**config.mk**
```make
export PLATFORM = sky130hd
export DESIGN_NAME = regfile_flat
export DESIGN_NICKNAME = d
export VERILOG_FILES = /design/src/rtl/regfile_pkg.sv /design/src/rtl/regfile_if.sv /design/src/rtl/regfile_register32r.sv /design/src/rtl/regfile.sv /design/src/flat_wrapper.sv
export SDC_FILE = /design/constraint.sdc
export NUM_CORES = 2
export LEC_CHECK = 0
export CELL_PAD_IN_SITES_DETAIL_PLACEMENT = 0
export CELL_PAD_IN_SITES_GLOBAL_PLACEMENT = 1
export CORE_MARGIN = 1
export CORE_UTILIZATION = 40
export CTS_CLUSTER_SIZE = 30
export DETAILED_ROUTE_END_ITERATION = 10
export PLACE_DENSITY = 0.71
export SLEW_MARGIN = 0
export SYNTH_ARGS = -nofsm -noshare
export SYNTH_HDL_FRONTEND = slang
export SYNTH_SLANG_ARGS = --single-unit
```
**constraint.sdc**
```tcl
create_clock -name clk -period 6.3 [get_ports clk]
set_clock_uncertainty 0.1 [all_clocks]
set_input_delay 1.26 -clock clk [delete_from_list [all_inputs] [get_ports clk]]
set_output_delay 1.26 -clock clk [all_outputs]
set_load 0.01 [all_outputs]
```
**src/rtl/regfile_pkg.sv**
```systemverilog
// regfile_pkg: shared register-file sizes and MIPS register name constants
package regfile_pkg;
    localparam int REG_ZERO   = 0;
    localparam int REG_COUNT  = 32;
    localparam int DATA_WIDTH = 32;
    localparam int ADDR_WIDTH = 5;
    localparam logic [4:0] REG_AT = 5'd1;
    localparam logic [4:0] REG_V0 = 5'd2;
    localparam logic [4:0] REG_V1 = 5'd3;
    localparam logic [4:0] REG_A0 = 5'd4;
    localparam logic [4:0] REG_A1 = 5'd5;
    localparam logic [4:0] REG_A2 = 5'd6;
    localparam logic [4:0] REG_A3 = 5'd7;
    localparam logic [4:0] REG_T0 = 5'd8;
    localparam logic [4:0] REG_T1 = 5'd9;
    localparam logic [4:0] REG_T2 = 5'd10;
    localparam logic [4:0] REG_T3 = 5'd11;
    localparam logic [4:0] REG_T4 = 5'd12;
    localparam logic [4:0] REG_T5 = 5'd13;
    localparam logic [4:0] REG_T6 = 5'd14;
    localparam logic [4:0] REG_T7 = 5'd15;
    localparam logic [4:0] REG_S0 = 5'd16;
    localparam logic [4:0] REG_S1 = 5'd17;
    localparam logic [4:0] REG_S2 = 5'd18;
    localparam logic [4:0] REG_S3 = 5'd19;
    localparam logic [4:0] REG_S4 = 5'd20;
    localparam logic [4:0] REG_S5 = 5'd21;
    localparam logic [4:0] REG_S6 = 5'd22;
    localparam logic [4:0] REG_S7 = 5'd23;
    localparam logic [4:0] REG_T8 = 5'd24;
    localparam logic [4:0] REG_T9 = 5'd25;
    localparam logic [4:0] REG_K0 = 5'd26;
    localparam logic [4:0] REG_K1 = 5'd27;
    localparam logic [4:0] REG_GP = 5'd28;
    localparam logic [4:0] REG_SP = 5'd29;
    localparam logic [4:0] REG_FP = 5'd30;
    localparam logic [4:0] REG_RA = 5'd31;
endpackage

```
**src/rtl/regfile_if.sv**
```systemverilog
// regfile_if: decode/write-back side bundle of the register file
interface regfile_if
    import regfile_pkg::*;
#(
    parameter int WIDTH      = DATA_WIDTH,
    parameter int DEPTH_LOG2 = ADDR_WIDTH
);
    logic [DEPTH_LOG2-1:0] read_addr1;
    logic [DEPTH_LOG2-1:0] read_addr2;
    logic [DEPTH_LOG2-1:0] write_addr;
    logic [WIDTH-1:0]      write_data;
    logic                  reg_write;
    logic [WIDTH-1:0]      read_data1;
    logic [WIDTH-1:0]      read_data2;
    modport master (
        output read_addr1, read_addr2, write_addr, write_data, reg_write,
        input  read_data1, read_data2
    );
    modport slave (
        input  read_addr1, read_addr2, write_addr, write_data, reg_write,
        output read_data1, read_data2
    );
endinterface

```
**src/rtl/regfile_register32r.sv**
```systemverilog
// register32r: enable register with asynchronous active-low clear
module register32r
    import regfile_pkg::*;
#(
    parameter int WIDTH = DATA_WIDTH
) (
    output logic [WIDTH-1:0] q,
    input  logic [WIDTH-1:0] d,
    input  logic             wrenable,
    input  logic             clk,
    input  logic             reset_n
);
    always_ff @(posedge clk or negedge reset_n)
        if (!reset_n)
            q <= '0;
        else if (wrenable)
            q <= d;
endmodule

```
**src/rtl/regfile.sv**
```systemverilog
// regfile: 32x32 MIPS register file, two async read ports, one write port, optional bypass
module regfile
    import regfile_pkg::*;
#(
    parameter int WIDTH      = DATA_WIDTH,
    parameter int DEPTH_LOG2 = ADDR_WIDTH,
    parameter bit BYPASS     = 1'b1
) (
    input logic      clk,
    input logic      reset_n,
    regfile_if.slave bus
);
    localparam int N = 2 ** DEPTH_LOG2;
    logic [WIDTH-1:0] entry_q [N];
    logic             wr_live, hit1, hit2;
    assign entry_q[0] = '0;
    for (genvar i = 1; i < N; i++) begin : g_reg
        register32r #(.WIDTH(WIDTH)) u_reg (
            .q        (entry_q[i]),
            .d        (bus.write_data),
            .wrenable (bus.reg_write && bus.write_addr == DEPTH_LOG2'(i)),
            .clk      (clk),
            .reset_n  (reset_n)
        );
    end
    // bypass only for a real write outside reset, never for $zero
    assign wr_live = BYPASS && reset_n && bus.reg_write && bus.write_addr != '0;
    assign hit1 = wr_live && bus.read_addr1 == bus.write_addr;
    assign hit2 = wr_live && bus.read_addr2 == bus.write_addr;
    assign bus.read_data1 = hit1 ? bus.write_data : entry_q[bus.read_addr1];
    assign bus.read_data2 = hit2 ? bus.write_data : entry_q[bus.read_addr2];
endmodule

```
**src/flat_wrapper.sv**
```systemverilog
// flat-port wrapper written by rule: the top's interface ports become plain ports
module regfile_flat import regfile_pkg::*;
#(
    parameter int WIDTH      = DATA_WIDTH,
    parameter int DEPTH_LOG2 = ADDR_WIDTH,
    parameter bit BYPASS     = 1'b1
)
  (clk, reset_n, bus_read_addr1, bus_read_addr2, bus_write_addr, bus_write_data, bus_reg_write, bus_read_data1, bus_read_data2);
  regfile_if #(.WIDTH(WIDTH), .DEPTH_LOG2(DEPTH_LOG2)) bus_i ();
  input logic clk;
  input logic reset_n;
  input wire logic [$bits(bus_i.read_addr1)-1:0] bus_read_addr1;
  input wire logic [$bits(bus_i.read_addr2)-1:0] bus_read_addr2;
  input wire logic [$bits(bus_i.write_addr)-1:0] bus_write_addr;
  input wire logic [$bits(bus_i.write_data)-1:0] bus_write_data;
  input wire logic [$bits(bus_i.reg_write)-1:0] bus_reg_write;
  output wire logic [$bits(bus_i.read_data1)-1:0] bus_read_data1;
  output wire logic [$bits(bus_i.read_data2)-1:0] bus_read_data2;
  assign bus_i.read_addr1 = bus_read_addr1;
  assign bus_i.read_addr2 = bus_read_addr2;
  assign bus_i.write_addr = bus_write_addr;
  assign bus_i.write_data = bus_write_data;
  assign bus_i.reg_write = bus_reg_write;
  assign bus_read_data1 = bus_i.read_data1;
  assign bus_read_data2 = bus_i.read_data2;
  regfile #(.WIDTH(WIDTH), .DEPTH_LOG2(DEPTH_LOG2), .BYPASS(BYPASS)) u_core (.clk(clk), .reset_n(reset_n), .bus(bus_i));
endmodule
```
# After elaboration in Yosys (flattened, before gate mapping)
# Index checks and enable logic that the tools add are counted.
[classes] magnitude_cmp=2 n_eq_ne=33 muxes=8 bitwise=2 reduce_logical=36
[op_table] cell="$bmux 32 s5" n=2
[op_table] cell="$mux 32" n=6
[op_table] cell="$eq 5x5->1 const B" n=16
[op_table] cell="$eq 5x4->1 const B" n=8
[op_table] cell="$logic_and 1x1->1" n=35
[op_table] cell="$eq 5x3->1 const B" n=4
[op_table] cell="$ge 6x6->1 const B" n=2
[op_table] cell="$not 5->6" n=2
[op_table] cell="$eq 5x2->1 const B" n=2
[op_table] cell="$eq 5x5->1" n=2
[op_table] cell="$eq 5x1->1 const B" n=1
[op_table] cell="$reduce_bool 5->1" n=1
[totals] register_bits=992 input_bits=50 output_inout_bits=64 word_cells=112

# Depth between registers and ports, before layout
[logic_depth] ltp_word=5 ltp_mapped=10

# By module
# A second synthesis with hierarchy kept.
[unflattened] hier_cells=3592 hier_area_um2=58401.0
[modules_own_cells] module="register32r" n_inst=31 cells_each=68 area_per_inst_um2=1345.0 seq_area_each_um2=800.8
[modules_own_cells] module="regfile" n_inst=1 cells_each=1484 area_per_inst_um2=16704.8 seq_area_each_um2=0.0

# Worst setup path before layout
# Ideal clock, no wire load.
[synth_timing] path_type="input -> output" startpoint="input bus_write_addr[2]" endpoint="output bus_read_data1[15]" arrival_time_ns=2.898 required_time_ns=4.940 setup_slack_ns=2.042 stages=7 cell_sequence="buf_2 -> or2_4 -> o311ai_4 -> or4_4 -> buf_6 -> buf_4 -> a211oi_1"
[synth_between] elab_chain_cells=4 word_cells_on_any_way=5
[synth_rtl] element="from (decl)" line_no="flat_wrapper.sv:14" source="input wire logic [$bits(bus_i.write_addr)-1:0] bus_write_addr;"
[synth_rtl] element="$reduce_bool 5->1" line_no="regfile.sv:27" source="assign wr_live = BYPASS && reset_n && bus.reg_write && bus.write_addr != '0;"
[synth_rtl] element="$logic_and 1x1->1" line_no="regfile.sv:27"
[synth_rtl] element="$logic_and 1x1->1 (*)" line_no="regfile.sv:28" source="assign hit1 = wr_live && bus.read_addr1 == bus.write_addr;"
[synth_rtl] element="$mux 32 (*)" line_no="regfile.sv:30" source="assign bus.read_data1 = hit1 ? bus.write_data : entry_q[bus.read_addr1];"
[synth_rtl] element="to (decl)" line_no="flat_wrapper.sv:17" source="output wire logic [$bits(bus_i.read_data1)-1:0] bus_read_data1;"
# Mark *: on every way between the ends. The rest lies on a longest branch, timed or not.

# Worst setup path in the final report
[layout_timing] startpoint="input bus_write_addr[0]" endpoint="output bus_read_data2[18]"
[layout_between] elab_chain_cells=4 word_cells_on_any_way=5
[layout_rtl] element="$reduce_bool 5->1" line_no="regfile.sv:27"
[layout_rtl] element="$logic_and 1x1->1" line_no="regfile.sv:27"
[layout_rtl] element="$logic_and 1x1->1 (*)" line_no="regfile.sv:29" source="assign hit2 = wr_live && bus.read_addr2 == bus.write_addr;"
[layout_rtl] element="$mux 32 (*)" line_no="regfile.sv:31" source="assign bus.read_data2 = hit2 ? bus.write_data : entry_q[bus.read_addr2];"
[layout_rtl] element="to (decl)" line_no="flat_wrapper.sv:18" source="output wire logic [$bits(bus_i.read_data2)-1:0] bus_read_data2;"
# Marks and branches as above.

==> key figures <==
Timing
  – Worst Max-Slew Pin Slew: 1.35 ns
  – Final Hold Viols: 0
  – Hold_ws: 0.289 ns
  – Setup TNS: 0 ns
  – Fin crit period: 5.87 ns
  – RSZ-0062 raised after global routing: no
  – Max Freq: 170 MHz
  – Final WS setup: 0.433 ns
  – Finish-stage setup viols: 0
  – Worst relative slew slack: 0.0937
  – Final Max Slew Viols: 0
  – Period utilisation layout: 0.931

Run
  – Max-cap check violation count: 0

Routing
  – DR WL/cell: 31.1 um
  – Initial DRT Pass Iterations: 8
  – DRT Wirelength: 172000 um
  – ANT nets after route: 0
  – Via count: 35200
  – First-iteration detailed-routing DRC count: 3299
  – Vias per cell: 6.36
  – DRC: 0

Synthesis
  – Synth Net Count: 3741
  – Synth top area share: 0.464
  – Synth Flop Type: dfrtp_1
  – Post-synth EDFFs: 0
  – List of most frequent post-synthesis cells: mux2_2, dfrtp_1, mux4_2
  – Yosys top cell by area: dfrtp_1
  – Yosys cell types: 43
  – Synthesized instance count: 3691
  – Avg Synthesized Cell Area: 14.5 sq um
  – Top cells by area, synth: dfrtp_1, mux2_2, mux4_2
  – Seq/Total Area, Yosys: 0.464
  – Synth warn: 0
  – Post-synthesis cell area: 0.0535 sq mm
  – Asr flop ratio synth: 1.00
  – Most instantiated library cell after synthesis: mux2_2
  – Register bit count reported by yosys: 992

CTS
  – CTS buffer count: 110
  – Clock Latency Late Sink: 0.73 ns
  – Clock root buffer: clkbuf_16
  – Max H-tree Level: 3
  – Clock sinks: 992
  – Clock buffer depth: 3
  – Post-CTS Resized: 0
  – Setup bufs post-CTS: 0
  – Clock-pin transition on the worst setup and hold timing paths: 0.06 ns
  – CTS Hold Bufs: 0
  – CTS tree: yes

GRT
  – Global router's overall resource usage: 0.255
  – Total gr overflow: 0
  – Global-route wire length before repair: 255000 um
  – Vias in the first global route: 36100
  – Pin count of the biggest net entering global routing: 160
  – Initial antenna violation count: 4

Finish
  – Ant diodes: 0
  – Layout cells sized above 1: 0.512
  – Syn-to-layout area delta: 13.8%
  – Max reg flops: 992
  – Largest reg by FF count: u_core.g.u_reg.q
  – Final Net Count: 3735
  – Post-Layout Cell Count: 5530
  – Regs by FF count: u_core.g.u_reg.q x992

Worst setup path
  – Setup CP Type: input pin to primary output
  – Arrival @ worst endpoint: 4.51 ns
  – Required time worst endpoint: 4.94 ns
  – Startpoint types: input pin
  – Crit-path max FO: 46
  – CP endpoint kind: primary output

Die
  – Die ar.: 0.135 sq mm
  – Initial Util: 0.405
  – Num ports: 114
  – Site Rows: 133
  – Core Footprint: 0.132 sq mm
  – Die Y-Extent: 368 um
  – Die width: 368 um

Pwr
  – Switching Fraction: 0.272
  – Power Dens Cells: 319 mW/mm^2
  – Internal: 14.1 mW
  – Pleak: 25.9 nW
  – Switching power: 5.29 mW
  – Max VDD drop: 214 uV
  – Part of the power in registers: 0.439
  – Comb pwr share: 0.207
  – Power share of the clock group: 0.354

Placed design
  – Cells after DPL: 5328
  – Post-DP HPWL: 108000 um
  – I/O Buffers: 113
  – RD Place Congestion: 0.831
  – Placement Setup Slack: 0.476 ns

Min path
  – Hold Crit Class: input pin to asynchronous set/reset pin

Run status
  – Outcome: finished, final reports clean
## power groups by stage
| stage | Clock (mW) | Sequential (mW) | Combinational [mW] |
|---|---|---|---|
| detailed placement | 0 | 8.59 | 4.03 |
| global placement | 0 | 8.51 | 3.95 |
| CTS | 6.98 | 8.48 | 4.04 |
| floorplan | 0 | 8.30 | 2.98 |
| finish | 6.87 | 8.52 | 4.02 |
| global route | 7.23 | 8.69 | 4.30 |
## metal layers
| metal | global-route usage | wire length, um |
|---|---|---|
| met3 | 0.0528 | 12400 |
| met5 | 0 | 43 |
| met4 | 0.0789 | 5500 |
| met1 | 0.354 | 73500 |
| met2 | 0.402 | 80300 |
## logic make-up after synthesis
group	synth area share
mux	0.427
flops	0.464
xor+xnor	0.00164
simple gates	0.0218
buf+inv	0.0345
compound gates	0.0512
## per-stage QoR
step,instance area (sq um),utilization,power (mW)
final,60900,0.461,19.4
after global routing,60900,0.461,20.2
after CTS,60900,0.461,19.5
after detailed placement,57000,0.432,12.6
after global placement,57000,0.432,12.5
after floorplan,53500,-,11.3
## worst paths after layout
check	from	to	slack, ns	cells past startpoint
max	bus_write_addr[0]	bus_read_data2[18]	0.43	8
min	reset_n	u_core.g_reg[12].u_reg.q[0]$_DFFE_PN0P_	0.29	1
max reg2reg	u_core.g_reg[2].u_reg.q[6]$_DFFE_PN0P_	u_core.g_reg[2].u_reg.q[6]$_DFFE_PN0P_	5.39	1
min reg2reg	u_core.g_reg[7].u_reg.q[10]$_DFFE_PN0P_	u_core.g_reg[7].u_reg.q[10]$_DFFE_PN0P_	0.41	1
max in group asynchronous	reset_n	u_core.g_reg[26].u_reg.q[16]$_DFFE_PN0P_	2.78	4
min in group clk	u_core.g_reg[7].u_reg.q[10]$_DFFE_PN0P_	u_core.g_reg[7].u_reg.q[10]$_DFFE_PN0P_	0.41	1
## cell type report
type                    count  area [sq um]
fillers                 11700         71300
multi-input cells        2290         27100
flip-flops and latches    992         24800
clock buffers             162          3200
repair buffers            289          2950
well taps                1755          2200
clock inverters            40           631
inverters                   2          7.51
## cell usage in the layout, fill, tap and decap left out, types with 3 or more instances in the layout
cell type           n
o221ai_1           44
nand3_1             8
a221oi_1          120
nand2b_1            6
or3_1              31
nor2_4             18
buf_8               5
nor2_1             90
clkdlybuf4s50_1   103
dfrtp_1           992
mux2i_1           152
clkbuf_8           26
buf_4             140
o22ai_1           100
o32ai_1            31
or2_2               3
inv_6               4
mux4_2            373
mux2_2           1144
o21ai_0             3
xnor2_1             6
nand4b_1            3
nand3_2             3
bufinv_16          14
nand2_1            52
clkinv_2           17
clkbuf_16         110
buf_12             38
xor2_1              4
nor2b_4             5
nand2_2            12
mux2_1              4
a211oi_1           26
o21ai_1            31
clkbuf_1           27
## critical path, cell delays in order
cell and delay [ns]:
clkdlybuf4s50_1 0.55, or2_4 0.39, o311ai_4 0.41, nor4_4 0.10, buf_12 0.22, or3_1 0.41, o21ai_1 0.48, clkdlybuf4s50_1 0.65
(Power assumes the default switching activity.)
